`config.mk`:
```
export PLATFORM = sky130hd
export DESIGN_NAME = cu_multi_cycle
export DESIGN_NICKNAME = d
export VERILOG_FILES = /design/src/rtl/cu_multi_cycle.sv
export SDC_FILE = /design/constraint.sdc
export NUM_CORES = 1
export LEC_CHECK = 0
export BUFFER_PORTS_ARGS = -buffer_cell sky130_fd_sc_hd__buf_2
export CORE_MARGIN = 2
export CORE_UTILIZATION = 46
export DETAILED_ROUTE_END_ITERATION = 8
export GPL_ROUTABILITY_DRIVEN = 0
export PLACE_DENSITY = 0.87
export SLEW_MARGIN = 20
export SYNTH_ARGS = -nofsm -noshare
export SYNTH_HDL_FRONTEND = slang
export SYNTH_SLANG_ARGS = --single-unit
```
`constraint.sdc`:
```
create_clock -name clk -period 2.2 [get_ports clk]
set_input_delay 0.66 -clock clk [delete_from_list [all_inputs] [get_ports clk]]
set_output_delay 0.66 -clock clk [all_outputs]
set_load 0.01 [all_outputs]
```
`src/rtl/cu_multi_cycle.sv`:
```
// Multi-cycle control unit: Moore FSM that sequences the shared ALU, the unified
// memory port and the IR/OldPC/A/B/ALUOut/Data registers for lw, sw, R/I ALU, beq/bne, jal.
module cu_multi_cycle #(
    parameter int MEM_HANDSHAKE = 1,
    parameter int STATE_W       = 4
) (
    input  logic               clk,
    input  logic               rst,
    input  logic [6:0]         opcode,
    input  logic [2:0]         funct3,
    input  logic               funct7_5,
    input  logic               zero,
    input  logic               mem_ready,
    output logic               cs_pc_write,
    output logic               cs_adr_src,
    output logic               cs_ir_write,
    output logic               cs_mem_write,
    output logic               cs_reg_write,
    output logic [1:0]         cs_alu_src_a,
    output logic [1:0]         cs_alu_src_b,
    output logic [1:0]         cs_result_src,
    output logic [1:0]         cs_imm_src,
    output logic [2:0]         cs_alu_ctrl,
    output logic               instr_retired,
    output logic               illegal_instr,
    output logic [STATE_W-1:0] dbg_state
);

    typedef enum logic [3:0] {
        S_FETCH    = 4'd0,
        S_DECODE   = 4'd1,
        S_MEMADR   = 4'd2,
        S_MEMREAD  = 4'd3,
        S_MEMWB    = 4'd4,
        S_MEMWRITE = 4'd5,
        S_EXECR    = 4'd6,
        S_ALUWB    = 4'd7,
        S_EXECI    = 4'd8,
        S_JAL      = 4'd9,
        S_BRANCH   = 4'd10,
        S_TRAP     = 4'd11
    } state_t;

    localparam logic [6:0] OP_LW   = 7'b0000011;
    localparam logic [6:0] OP_SW   = 7'b0100011;
    localparam logic [6:0] OP_R    = 7'b0110011;
    localparam logic [6:0] OP_I    = 7'b0010011;
    localparam logic [6:0] OP_JAL  = 7'b1101111;
    localparam logic [6:0] OP_BR   = 7'b1100011;

    localparam logic [2:0] ALU_ADD = 3'b000;
    localparam logic [2:0] ALU_SUB = 3'b001;
    localparam logic [2:0] ALU_AND = 3'b010;
    localparam logic [2:0] ALU_OR  = 3'b011;
    localparam logic [2:0] ALU_SLT = 3'b101;

    state_t state_q, state_d, cur;
    logic   ready;
    logic   alu_ok;
    logic [2:0] alu_fn;

    assign ready = (MEM_HANDSHAKE != 0) ? mem_ready : 1'b1;
    // While reset is held the outputs present FETCH, independent of the stored state.
    assign cur       = rst ? S_FETCH : state_q;
    assign dbg_state = STATE_W'(cur);

    always_ff @(posedge clk) begin
        if (rst) state_q <= S_FETCH;
        else     state_q <= state_d;
    end

    always_comb begin
        alu_ok = 1'b1;
        alu_fn = ALU_ADD;
        unique case (funct3)
            3'b000:  alu_fn = ((cur == S_EXECR) && funct7_5) ? ALU_SUB : ALU_ADD;
            3'b010:  alu_fn = ALU_SLT;
            3'b110:  alu_fn = ALU_OR;
            3'b111:  alu_fn = ALU_AND;
            default: alu_ok = 1'b0;
        endcase
    end

    always_comb begin
        state_d       = cur;
        cs_pc_write   = 1'b0;
        cs_adr_src    = 1'b0;
        cs_ir_write   = 1'b0;
        cs_mem_write  = 1'b0;
        cs_reg_write  = 1'b0;
        cs_alu_src_a  = 2'b00;
        cs_alu_src_b  = 2'b00;
        cs_result_src = 2'b00;
        cs_imm_src    = 2'b00;
        cs_alu_ctrl   = ALU_ADD;
        instr_retired = 1'b0;
        illegal_instr = 1'b0;

        case (cur)
            S_FETCH: begin
                cs_alu_src_b  = 2'b10;
                cs_result_src = 2'b10;
                cs_ir_write   = ready;
                cs_pc_write   = ready;
                state_d       = ready ? S_DECODE : S_FETCH;
            end
            S_DECODE: begin
                cs_alu_src_a = 2'b01;
                cs_alu_src_b = 2'b01;
                cs_imm_src   = 2'b10;
                case (opcode)
                    OP_LW, OP_SW: state_d = S_MEMADR;
                    OP_R:         state_d = S_EXECR;
                    OP_I:         state_d = S_EXECI;
                    OP_JAL:       state_d = S_JAL;
                    OP_BR:        state_d = S_BRANCH;
                    default:      state_d = S_TRAP;
                endcase
            end
            S_MEMADR: begin
                cs_alu_src_a = 2'b10;
                cs_alu_src_b = 2'b01;
                cs_imm_src   = (opcode == OP_SW) ? 2'b01 : 2'b00;
                state_d      = (opcode == OP_SW) ? S_MEMWRITE : S_MEMREAD;
            end
            S_MEMREAD: begin
                cs_adr_src = 1'b1;
                state_d    = ready ? S_MEMWB : S_MEMREAD;
            end
            S_MEMWB: begin
                cs_result_src = 2'b01;
                cs_reg_write  = 1'b1;
                instr_retired = 1'b1;
                state_d       = S_FETCH;
            end
            S_MEMWRITE: begin
                cs_adr_src    = 1'b1;
                cs_mem_write  = 1'b1;
                instr_retired = ready;
                state_d       = ready ? S_FETCH : S_MEMWRITE;
            end
            S_EXECR, S_EXECI: begin
                cs_alu_src_a = 2'b10;
                cs_alu_src_b = (cur == S_EXECI) ? 2'b01 : 2'b00;
                cs_alu_ctrl  = alu_ok ? alu_fn : ALU_ADD;
                state_d      = alu_ok ? S_ALUWB : S_TRAP;
            end
            S_ALUWB: begin
                cs_reg_write  = 1'b1;
                instr_retired = 1'b1;
                state_d       = S_FETCH;
            end
            S_JAL: begin
                cs_alu_src_a = 2'b01;
                cs_alu_src_b = 2'b10;
                cs_pc_write  = 1'b1;
                state_d      = S_ALUWB;
            end
            S_BRANCH: begin
                cs_alu_src_a = 2'b10;
                cs_alu_ctrl  = ALU_SUB;
                if (funct3 == 3'b000 || funct3 == 3'b001) begin
                    cs_pc_write   = (funct3 == 3'b000) ? zero : ~zero;
                    instr_retired = 1'b1;
                    state_d       = S_FETCH;
                end else begin
                    state_d = S_TRAP;
                end
            end
            S_TRAP: begin
                illegal_instr = 1'b1;
                state_d       = S_TRAP;
            end
            default: state_d = S_FETCH;
        endcase

        if (rst) begin
            cs_pc_write   = 1'b0;
            cs_ir_write   = 1'b0;
            cs_mem_write  = 1'b0;
            cs_reg_write  = 1'b0;
            instr_retired = 1'b0;
            illegal_instr = 1'b0;
        end
    end

endmodule

```
==> run metrics <==
DRT antenna net count 0; Synth top cells by count nand2_1 (10), nor2_1 (10), nor3_1 (8); die area 2111 um2; power density cells ~840 nW/um2; CP Cell Sequence buf_8 -> nor3b_2 -> nand4_1 -> a211o_1 -> a211oi_2 -> buf_2; DRC violations left 0; die height 45.95 um; Post-CTS Hold Buffers 0; failing checks setup timing; die width 45.95 um; Placed Cells 192; Post-DP HPWL 2140 um; Non-Filler Instances 199; adder-cell share of the synthesized area 0; final wirelength 3244 um; CP max stage cell a211o_1; top flop regs state_q (4); Compound-Gate Fraction of Synth Area 0.2798; Final nets 199; largest family of logic cells by synthesized area simple AND/OR/NAND/NOR gates; via-per-instance ratio 6.070; worst setup path endpoint cs_pc_write; Critical Path RT 1.54 ns; Layout area overhead 67.54%; overall power 1.134 mW; internal power ~610 uW; GRT Util Overall 0.3200; fin worst setup slack -0.2586 ns; status complete, but fails checks; clk_lat worst skew 0.25 ns; biggest cell delay along the critical path ~0.33 ns; wire length per cell 16.30 um; Final min period 2.459 ns; Logic pwr share 0.763; Clock Pin Slew Worst Setup and Hold Paths 0.04 ns; mean post-synth cell area ~6.9 um2; Slew HR 0.7840; XOR/XNOR Fraction of Synth Area 0.04328; routed via count 1208; share of the synthesized area in the top cell type 0.09892; I/O Pins 37; TritonCTS clock tree yes; Critical Path Start rst; unrepaired setup endpoints after global routing true; vias in the first global route 1148; layout cell share with drive strength beyond 1 0.5330; Worst-Margin Slew 0.3200 ns; Critical Path End Type output pin; initial drt markers 32; largest register by flop count state_q; synth top area cells dfxtp_1 (9.9%), nor3_1 (4.9%), nand2_1 (4.6%); reg-to-reg slack, setup roughly 0.67 ns; Startpoint Class input port; Post-synth EDFFs 0; row count 15; final setup fails 6; asr flop ratio synth 0; Slew Limit Fails 0; peak fanout along the critical path 2; max-cap violations 0; clock share of power 0.086; fmax just over 0.4 GHz; FILL cells between 100 and 150; Simple-Gate Fraction of Synth Area 0.4869; Synth Register Bits 4; # diodes 0; worst slack, placed -0.3123 ns; syn_nets 133; Hold WS 0.7694 ns; initial antenna violation count 0; first-pass GRT wire length 4885 um; yosys warns 0; I/O Buffers 36; Seq/Total Area, Yosys 0.09892; CTS Buf Count 3; maximum vdd drop 0.5237 mV; Core ar. 1689 um2; Critical path buffers and inverters 2; area leader, netlist dfxtp_1; kind of critical path in2out; max FFs per register 4; Initial Util 0.4793; CP Depth 6; CTS max path bufs 2; GRT overflow 0; Detailed Routing Iterations Pass 1 4; Cells after Synth 118; RR Startpoint state_q[0]; # clock sinks 4; Flop pwr share 0.150; crit path DAT 1.80 ns; H-tree depth 1; post-synthesis mux area share 0; number of distinct library cells after synthesis 44; endpoints failing hold 0; Clk Tree Root Cell clkbuf_4; crit share post-route 1.118; Pleak 0.6464 nW; Worst Reg-to-Reg Cells 6; largest net degree at the start of global routing 12; Reg-to-Reg End state_q[0]; switching power 523.3 uW; switching portion of total power 0.4616; CP delay by family, top compound AO/OA/AOI/OAI gates; Mapped Area 809.5 um2; Most used DFF post-synth dfxtp_1; Final Skew 0.001905 ns; Worst Hold Class in2reg
-- layer usage --
metal  vias up  wire length [um]  track usage
li1        561                 -            -
met1       564              1206       0.3647
met2        65              1660       0.5278
met3        18               218      0.08333
met4         0               159       0.1886
met5         -                 0            0
-- power groups by stage --
stage	Sequential [mW]	Combinational [mW]	Clock, mW
2_1_floorplan	0.109	0.498	0
3_3_place_gp	0.153	0.711	0
3_5_place_dp	0.157	0.741	0
4_1_cts	0.164	0.778	0.100
5_1_grt	0.171	0.920	0.106
6_report	0.171	0.866	0.0976
-- through the flow --
| step | setup TNS [ns] | util | cell area, um2 |
|---|---|---|---|
| after floorplan | 0 | - | 819.5 |
| after global placement | -0.4700 | 0.7044 | 1190 |
| after detailed placement | -0.8404 | 0.7044 | 1190 |
| after CTS | -0.7717 | 0.7667 | 1295 |
| after global routing | -1.305 | 0.8030 | 1356 |
| final | -0.7537 | 0.8030 | 1356 |
-- worst min path at each step --
stage	from	endpoint	slack (ns)	cells after the start
floorplan	state_q[2]	state_q[2]	0.68	4
global placement	state_q[1]	state_q[3]	0.84	3
detailed placement	state_q[0]	state_q[1]	0.86	4
CTS	opcode[5]	state_q[2]	0.72	3
global route	opcode[5]	state_q[2]	0.77	3
finish	opcode[5]	state_q[2]	0.77	3
-- tightest hold or removal path: stages --
cell and delay, ns:
buf_2 0.12, nand2_1 0.08, o311ai_1 0.10
-- cell usage in the layout (no fill, tap or decap), drive strengths merged, types with 2 or more instances in the layout --
cell type | netlist | layout
buf | 9 | 71
o21ai | 12 | 12
nand2 | 10 | 10
nor2 | 10 | 10
nor3 | 9 | 9
a21oi | 7 | 7
nor2b | 6 | 6
nand2b | 6 | 6
nor3b | 4 | 4
dfxtp | 4 | 4
xor2 | 3 | 3
o21a | 3 | 3
clkbuf | 1 | 3
o311ai | 3 | 3
inv | 2 | 2
and2 | 2 | 2
nand4bb | 2 | 2
o31ai | 2 | 2
nand4 | 2 | 2
o211ai | 2 | 2
nor4 | 2 | 2
or2 | 2 | 2
or3b | 2 | 2
-- cell families after synthesis --
kind of cell	count (synthesis)
buffers and inverters	12
and+or+nand+nor	63
xor gates and xnor gates	4
DFF	4
AOI/OAI and AO/OA	35
-- what timing repair did --
action	in CTS	in global routing
buffers inserted	2	2
setup endpoints to repair	14	14
pin swaps	6	1
gates resized for setup	18	10
-- area by class of cell --
cell class,instances,area [um2],share of cell area
clock buffer,3,22.52,0.01661
inverter,2,7.507,0.005535
multi-input combinational,102,729.5,0.5378
sequential,4,90.09,0.06642
tap,17,21.27,0.01568
timing repair buffer,71,485.5,0.3579
No activity file was read; power rests on OpenSTA's default activity.
